**src/rtl/lvds_tx_pkg.sv**
```systemverilog
// Shared constants, state encoding and sync-forcing helper for the LVDS I/Q transmitter.
// Pure definitions: no latency, no flow control.
package lvds_tx_pkg;

  localparam int FRAME_W        = 32;
  localparam int BITS_PER_CYCLE = 2;

  localparam logic [3:0] PHASE_PULL = 4'd14;
  localparam logic [3:0] PHASE_LAST = 4'd15;

  localparam logic [1:0] I_SYNC = 2'b10;
  localparam logic [1:0] Q_SYNC = 2'b01;

  localparam logic [FRAME_W-1:0] ZERO_FRAME = 32'h8000_4000;

  typedef enum logic {
    IDLE = 1'b0,
    RUN  = 1'b1
  } state_t;

  // Sync pairs are overwritten; control bits [16] and [0] pass untouched.
  function automatic logic [FRAME_W-1:0] force_sync(input logic [FRAME_W-1:0] i_word);
    logic [FRAME_W-1:0] w_word;
    w_word        = i_word;
    w_word[31:30] = I_SYNC;
    w_word[15:14] = Q_SYNC;
    return w_word;
  endfunction

endpackage

```
**src/rtl/lvds_tx_shifter.sv**
```systemverilog
// 32-bit load/shift register; emits the top bit pair of the held word, shifts left by 2 each cycle.
// Loaded word is visible on o_bits the cycle after the load; no backpressure.
module lvds_tx_shifter
  import lvds_tx_pkg::*;
(
  input  logic                      i_clk,
  input  logic                      i_rst,
  input  logic                      i_load,
  input  logic                      i_clear,
  input  logic [FRAME_W-1:0]        i_load_dat,
  output logic [BITS_PER_CYCLE-1:0] o_bits
);

  logic [FRAME_W-1:0] r_sr;

  always_ff @(posedge i_clk or posedge i_rst) begin
    if (i_rst) begin
      r_sr <= '0;
    end else if (i_clear) begin
      r_sr <= '0;
    end else if (i_load) begin
      r_sr <= i_load_dat;
    end else begin
      r_sr <= {r_sr[FRAME_W-BITS_PER_CYCLE-1:0], {BITS_PER_CYCLE{1'b0}}};
    end
  end

  assign o_bits = r_sr[FRAME_W-1 -: BITS_PER_CYCLE];

endmodule

```
**src/rtl/lvds_tx.sv**
```systemverilog
// LVDS I/Q transmitter: prefetches a FIFO word at phase 14, serialises 16-cycle frames MSB-first
// with no inter-frame bubble; FIFO underflow inserts a counted zero frame instead of stalling.
module lvds_tx
  import lvds_tx_pkg::*;
#(
  parameter int                 UNDERFLOW_W = 16,
  parameter logic [FRAME_W-1:0] ZERO_FRAME  = lvds_tx_pkg::ZERO_FRAME
) (
  input  logic                   i_ddr_clk,
  input  logic                   i_rst,
  input  logic                   i_tx_enable,
  input  logic                   i_fifo_empty,
  output logic                   o_fifo_pull,
  input  logic [FRAME_W-1:0]     i_fifo_data,
  output logic [1:0]             o_ddr_data,
  output logic                   o_busy,
  output logic [UNDERFLOW_W-1:0] o_underflow_cnt
);

  state_t                 r_state;
  state_t                 w_state_nxt;
  logic [3:0]             r_phase;
  logic [3:0]             w_phase_nxt;
  logic                   r_next_valid;
  logic [UNDERFLOW_W-1:0] r_uf_cnt;
  logic                   w_load;
  logic                   w_clear;
  logic                   w_cnt_inc;
  logic                   w_pull;
  logic [FRAME_W-1:0]     w_load_dat;
  logic [1:0]             w_bits;

  always_ff @(posedge i_ddr_clk or posedge i_rst) begin
    if (i_rst) begin
      r_state <= IDLE;
      r_phase <= '0;
    end else begin
      r_state <= w_state_nxt;
      r_phase <= w_phase_nxt;
    end
  end

  always_comb begin
    w_state_nxt = r_state;
    w_phase_nxt = r_phase;
    w_load      = 1'b0;
    w_clear     = 1'b0;
    w_cnt_inc   = 1'b0;
    w_pull      = 1'b0;
    w_load_dat  = force_sync(ZERO_FRAME);
    case (r_state)
      IDLE: begin
        w_phase_nxt = '0;
        if (i_tx_enable) begin
          w_state_nxt = RUN;
          w_load      = 1'b1;
        end
      end
      RUN: begin
        w_phase_nxt = r_phase + 4'd1;
        if (r_phase == PHASE_PULL && i_tx_enable && !i_fifo_empty) begin
          w_pull = 1'b1;
        end
        if (r_phase == PHASE_LAST) begin
          if (i_tx_enable) begin
            w_load = 1'b1;
            // Read data is valid during phase 15, so it goes straight into the shifter.
            if (r_next_valid) begin
              w_load_dat = force_sync(i_fifo_data);
            end else begin
              w_cnt_inc = 1'b1;
            end
          end else begin
            w_state_nxt = IDLE;
            w_clear     = 1'b1;
          end
        end
      end
      default: begin
        w_state_nxt = IDLE;
        w_phase_nxt = '0;
      end
    endcase
  end

  always_ff @(posedge i_ddr_clk or posedge i_rst) begin
    if (i_rst) begin
      r_next_valid <= 1'b0;
    end else if (r_state == RUN && r_phase == PHASE_PULL) begin
      r_next_valid <= w_pull;
    end else if (r_phase == PHASE_LAST || r_state == IDLE) begin
      r_next_valid <= 1'b0;
    end
  end

  always_ff @(posedge i_ddr_clk or posedge i_rst) begin
    if (i_rst) begin
      r_uf_cnt <= '0;
    end else if (w_cnt_inc && (r_uf_cnt != {UNDERFLOW_W{1'b1}})) begin
      r_uf_cnt <= r_uf_cnt + {{(UNDERFLOW_W-1){1'b0}}, 1'b1};
    end
  end

  lvds_tx_shifter u_shifter (
    .i_clk      (i_ddr_clk),
    .i_rst      (i_rst),
    .i_load     (w_load),
    .i_clear    (w_clear),
    .i_load_dat (w_load_dat),
    .o_bits     (w_bits)
  );

  assign o_busy          = (r_state == RUN);
  assign o_ddr_data      = o_busy ? w_bits : 2'b00;
  assign o_fifo_pull     = w_pull;
  assign o_underflow_cnt = r_uf_cnt;

endmodule

```
**config.mk**
```make
export PLATFORM = sky130hd
export DESIGN_NAME = lvds_tx
export DESIGN_NICKNAME = d
export VERILOG_FILES = /design/src/rtl/lvds_tx_pkg.sv /design/src/rtl/lvds_tx_shifter.sv /design/src/rtl/lvds_tx.sv
export SDC_FILE = /design/constraint.sdc
export NUM_CORES = 1
export LEC_CHECK = 0
export ABC_AREA = 1
export CAP_MARGIN = 20
export CORE_AREA = 2 2 85 71
export DETAILED_ROUTE_END_ITERATION = 10
export DIE_AREA = 0 0 87 73
export PLACE_DENSITY = 0.77
export SYNTH_ARGS = -nofsm -noshare
export SYNTH_HDL_FRONTEND = slang
export SYNTH_SLANG_ARGS = --single-unit
```
**constraint.sdc**
```tcl
create_clock -name i_ddr_clk -period 1.9 [get_ports i_ddr_clk]
set_input_delay 0.285 -clock i_ddr_clk [delete_from_list [all_inputs] [get_ports i_ddr_clk]]
set_output_delay 0.285 -clock i_ddr_clk [all_outputs]
set_load 0.005 [all_outputs]
```
==> summary.txt, run 1 <==
Reg area - 1350 sq um
RR Endpoint - u_shifter.r_sr[27]$_DFF_PP0_
DRC viols - 0
wire per inst - 13.3 um
synth top area cells - dfrtp_1 51%, nand2_1 13%, nand4_1 7.1%
H-tree depth - 2
flops & latches, synth - 54
vias per cell - 5.32
buffers and inverters on the worst path - 2
WS Path Type - register to output pin
row count - 25
layout cells sized above 1 - 8.70%
total track usage - 19.5%
total grt overflow - 0
Unique masters post-synth - 25
Initial Util - 47.2%
Reg2Reg Launch Point - r_phase[0]$_DFF_PP0_
top_reg_cell synth - dfrtp_1
yosys warns - 0
total of max-cap violations - 0
pwr/cell area - 876 nW/um^2
synthesized area per cell - 8.48 sq um
WP depth - 5
Layout Area Growth over Synthesis - 29.0%
Cell Chain, Critical Path - inv_1, ha_1, nand4_1, nor3_2, dlygate4sd2_1
status - finished, final reports clean
CP Capture Type - output pin
Slew Limit Headroom - 69.4%
WP data required - 1.62 ns
final clock skew - 0.00706 ns
Setup violations, final - 0
CP delay by family, top - flip-flops
Clk Latency, worst-skew pair - 0.30 ns
sequential area share after synthesis - 51.1%
Ports - 56
Die H - 73 um
antenna violations before repair - 0
Post-synth EDFFs - 0
1st-iter DRT viols - 139
port buffer count - 51
FILL cells - 492
VDD IR max - 0.000500 V
CTS Hold Bufs - 0
Tmin final - 1.80 ns
Final Cell Area - 3410 sq um
fmax - 0.554 GHz
Placed Area - 3270 sq um
period utilization - 95.0%
final hold slack - 0.333 ns
Post-Syn Area - 2650 sq um
Slowest cell on crit path - dfrtp_1
CTS Root Cell - clkbuf_8
post-synth top area share - 51.1%
Worst Setup Slack, final - 0.0955 ns
Routed WL - 5810 um
total power - 2.99 mW
Worst-Margin Slew - 0.458 ns
CP Max Fanout - 4
Die Area - 6350 sq um
cells after synthesis - 312
DP Wirelength - 3950 um
CTS tree - done
clk sinks - 54
vias post-DR - 2316
largest net degree at the start of global routing - 55
vias in the first global route - 2185
antenna-violating nets left - 0
area of the multi-input gates - 1120 sq um
Fin. Hold Viols - 0
Synth async-reset ratio - 100%
Core ar. - 5600 sq um
worst min-delay path category - input pin to asynchronous set/reset pin
R2R setup slack - 0.28 ns
Worst Setup Start Kind - register
RD Place Congestion - 0.780
fin nets - 406
Slowest Stage Delay on Critical Path - 0.42 ns
CTS Buf Count - 5
cells on worst reg2reg path - 7
synth cell count leaders - 90 x nand2_1, 54 x dfrtp_1, 30 x nand4_1
dpl ws - -0.112 ns
unrepaired setup endpoints after global routing - no
drt pass-1 iters - 4
first-pass GRT wire length - 9860 um
WP data arrival - 1.52 ns
fin. max-slew vios - 0
clock-pin transition on the worst setup and hold timing paths - 0.10 ns
Synth area leader - dfrtp_1
Leak - 1.52 nW
CTS max path bufs - 2
Die Span X - 87 um
Syn Nets - 351
ANT cells - 0
setup_tns - 0 ns
cell with the most instances after synthesis - nand2_1
==> cell usage in the layout, fill, tap and decap left out, drive strengths merged <==
cell,count
nand2,90
dfrtp,54
clkdlybuf4s50,50
nand4,30
a21oi,26
inv,26
nor2,24
nand3,18
o21ai,15
buf,13
clkbuf,7
xnor2,4
xor2,3
ha,3
nor3,3
o21bai,1
dlygate4sd2,1
==> how the worst max path moves through the flow <==
stage	from	to	slack, ns
3_3_place_gp	i_tx_enable	o_fifo_pull	-0.07
6_report	r_phase[0]$_DFF_PP0_	o_fifo_pull	0.1
4_1_cts	r_phase[0]$_DFF_PP0_	o_fifo_pull	0.01
2_1_floorplan	i_rst	o_busy$_DFF_PP0_	0.30
3_5_place_dp	i_tx_enable	o_fifo_pull	-0.11
5_1_grt	r_phase[0]$_DFF_PP0_	o_fifo_pull	0.01
==> kinds of logic after synthesis <==
group	after synthesis	synth area share, %
AND/OR/NAND/NOR	165	29.9
flip-flops	54	51.1
AO/OA/AOI/OAI	42	8.47
buffers and inverters	41	6.76
XOR/XNOR	7	2.32
adder cells (fa/ha/maj)	3	1.42
==> where the power goes <==
group          leakage, nW  internal, mW  switching [mW]  total, mW
clock               0.0489         0.302           0.378      0.681
combinational        0.741         0.403           0.461      0.864
sequential           0.731          1.32           0.131       1.45
total                 1.52          2.02           0.971       2.99
==> flip-flops by register name (all words and copies together) (netlist names) <==
signal	count
r_phase	4
u_shifter.r_sr	32
o_underflow_cnt	16
o_busy	1
r_next_valid	1
==> final cells by class <==
type	instances	share of cell area, %
Clock buffer	7	2.53
Clock inverter	1	0.257
Inverter	25	2.75
Multi-Input combinational cell	217	32.8
Sequential cell	54	39.6
Tap cell	67	2.46
Timing Repair Buffer	64	19.6
==> metal layers <==
layer	part of all wire, %	vias to the layer above	global-route usage, %
li1	-	1140	-
met1	46	1112	26.9
met2	50	62	32.1
met3	4.2	2	3.17
met4	0.53	0	5.03
met5	0	-	0
==> worst reg2reg max path: cells and delay by family, from the launching register on <==
family / cells / cell delay, ns
compound gates: 1 / 0.16
fa+ha+maj: 1 / 0.26
buf+inv: 1 / 0.19
flops: 1 / 0.42
simple gates: 4 / 0.51
==> repair_timing <==
| action | CTS | global route |
|---|---|---|
| setup buffers | 0 | 2 |
| gates resized for setup | 3 | 2 |
| endpoints found under the setup margin | 3 | 17 |
| pin swaps | 1 | 2 |
==> through the flow <==
step                      std cells  util [%]
final                           435      61.0
after detailed placement        425      58.5
after global placement          425      58.5
after CTS                       433      60.3
after global routing            435      61.0
after floorplan                 312         -
Power figures use the tool's default switching activity.
==> run 2, diff against run 1 <==
Clock period 1.9 ns to 2.15 ns, I/O delays scaled along.
==> run 2 against run 1 <==
Sequential power shrank 11%. Utilization shrank 0.96 points. Die area is the same.
==> summary.txt, run 2 (synthesized netlist as in run 1, its figures left out) <==
status - finished, final reports clean
Reg power frac - 48.3%
CP Capture Type - output pin
clock share of power - 25.6%
ANT cells - 0
total track usage - 18.9%
total of max-cap violations - 0
buffers and inverters on the worst path - 3
Leak - 1.50 nW
CP delay by family, top - buffers and inverters
Routed WL - 5570 um
max reg flops - 32
pwr/cell area - 794 nW/um^2
CTS max path bufs - 2
vias post-DR - 2209
layout cells sized above 1 - 7.95%
most frequent cells in the layout - 90 x nand2_1, 54 x dfrtp_1, 50 x clkdlybuf4s50_1, 30 x nand4_1, 26 x a21oi_1
Die Area - 6350 sq um
first-pass GRT wire length - 9520 um
Tmin final - 1.96 ns
Clk Latency, worst-skew pair - 0.30 ns
Ports - 56
final clock skew - 0.00394 ns
Fin. Hold Viols - 0
period utilization - 91.1%
Setup violations, final - 0
fmax - 0.511 GHz
Slew Limit Headroom - 68.6%
WP data required - 1.83 ns
fin. max-slew vios - 0
FILL cells - 507
VDD IR max - 0.000583 V
Initial Util - 47.2%
fin nets - 403
antenna-violating nets left - 0
final hold slack - 0.321 ns
final core area utilization - 60.0%
Core ar. - 5600 sq um
WS Path Type - register to output pin
clk sinks - 54
DP Wirelength - 3750 um
antenna violations before repair - 0
Switching Share - 31.7%
Layout Area Growth over Synthesis - 27.0%
row count - 25
clock-pin transition on the worst setup and hold timing paths - 0.10 ns
Slowest cell on crit path - clkdlybuf4s50_1
Die Span X - 87 um
WP data arrival - 1.64 ns
Cell Chain, Critical Path - buf_4, nand2_1, inv_1, clkdlybuf4s50_1
1st-iter DRT viols - 154
CP Max Fanout - 34
vias per cell - 5.11
most common cell after layout, fill and taps aside - nand2_1
Slowest Stage Delay on Critical Path - 0.49 ns
total power - 2.67 mW
port buffer count - 51
CTS Root Cell - clkbuf_8
largest net degree at the start of global routing - 39
H-tree depth - 2
Non-Filler Instances - 432
total grt overflow - 0
Top reg by flops - u_shifter.r_sr
Worst-Margin Slew - 0.471 ns
Die H - 73 um
drt pass-1 iters - 4
switching power - 0.845 mW
Int Pwr - 1.82 mW
Logic pwr share - 26.1%
CTS tree - done
setup_tns - 0 ns
worst min-delay path category - input pin to asynchronous set/reset pin
CTS Buf Count - 5
wire per inst - 12.9 um
unrepaired setup endpoints after global routing - no
RD Place Congestion - 0.787
placed cells - 422
DRC viols - 0
CTS Hold Bufs - 0
Worst Setup Start Kind - register
vias in the first global route - 2017
## run 2: cell types whose count changed in the layout (fill, tap and decap cells not counted), sizes merged
cell          delta
clkbuf           -1
bufinv           +1
clkinvlp         +1
dlygate4sd2      -1
inv              -1
buf              -3
dlymetal6s2s     +1
## run 2: final cells by class
| type | instances | area (sq um) | area share [%] |
|---|---|---|---|
| multi-input cells | 217 | 1120 | 33.3 |
| well taps | 67 | 83.8 | 2.50 |
| clock inverters | 2 | 37.5 | 1.12 |
| repair buffers | 61 | 601 | 17.9 |
| inverters | 25 | 93.8 | 2.79 |
| flip-flops and latches | 54 | 1350 | 40.2 |
| clock buffers | 6 | 72.6 | 2.16 |
## run 2: repair_timing
item / in CTS / in global routing
pin swaps: 0 / 1
resized for setup: 1 / 1
endpoints found under the setup margin: 1 / 1
cloned: 0 / 0
setup buffers: 0 / 2
## run 2: worst register-to-register path, delay by kind of cell (launching register included)
family | cells | cell delay, ns
AO/OA/AOI/OAI | 1 | 0.11
adder cells (fa/ha/maj) | 1 | 0.26
buffers and inverters | 1 | 0.09
flip-flops | 1 | 0.45
AND/OR/NAND/NOR | 5 | 0.89
## run 2: final timing paths
path,start,endpoint,slack (ns),cells after the start
max,o_busy$_DFF_PP0_,o_ddr_data[0],0.19,4
min,i_rst,o_underflow_cnt[2]$_DFFE_PP0P_,0.32,2
max reg2reg,o_underflow_cnt[0]$_DFFE_PP0P_,o_underflow_cnt[7]$_DFFE_PP0P_,0.27,8
min reg2reg,u_shifter.r_sr[29]$_DFF_PP0_,u_shifter.r_sr[31]$_DFF_PP0_,0.47,2
max in group asynchronous,i_rst,r_phase[2]$_DFF_PP0_,1.31,3
min in group i_ddr_clk,u_shifter.r_sr[29]$_DFF_PP0_,u_shifter.r_sr[31]$_DFF_PP0_,0.47,2
## run 2: per-stage QoR
stage	cell area, sq um	setup WS (ns)
6_report	3360	0.192
5_1_grt	3360	0.0918
4_1_cts	3340	0.0355
3_5_place_dp	3230	0.100
3_3_place_gp	3230	0.103
2_1_floorplan	2650	0.513
## run 2: power by group through the flow
stage               Sequential (mW)  Combinational, mW  Clock [mW]
detailed placement             1.31              0.688           0
finish                         1.29              0.696       0.682
global placement               1.30              0.665           0
floorplan                      1.28              0.440           0
CTS                            1.29              0.694       0.692
global route                   1.31              0.788       0.733
## run 2: layer usage
layer  vias up  share of wire, %  track usage, %
li1       1131                 -               -
met1      1040                51            28.2
met2        36                46            28.6
met3         2               2.4            3.73
met4         0              0.56            4.17
met5         -                 0               0
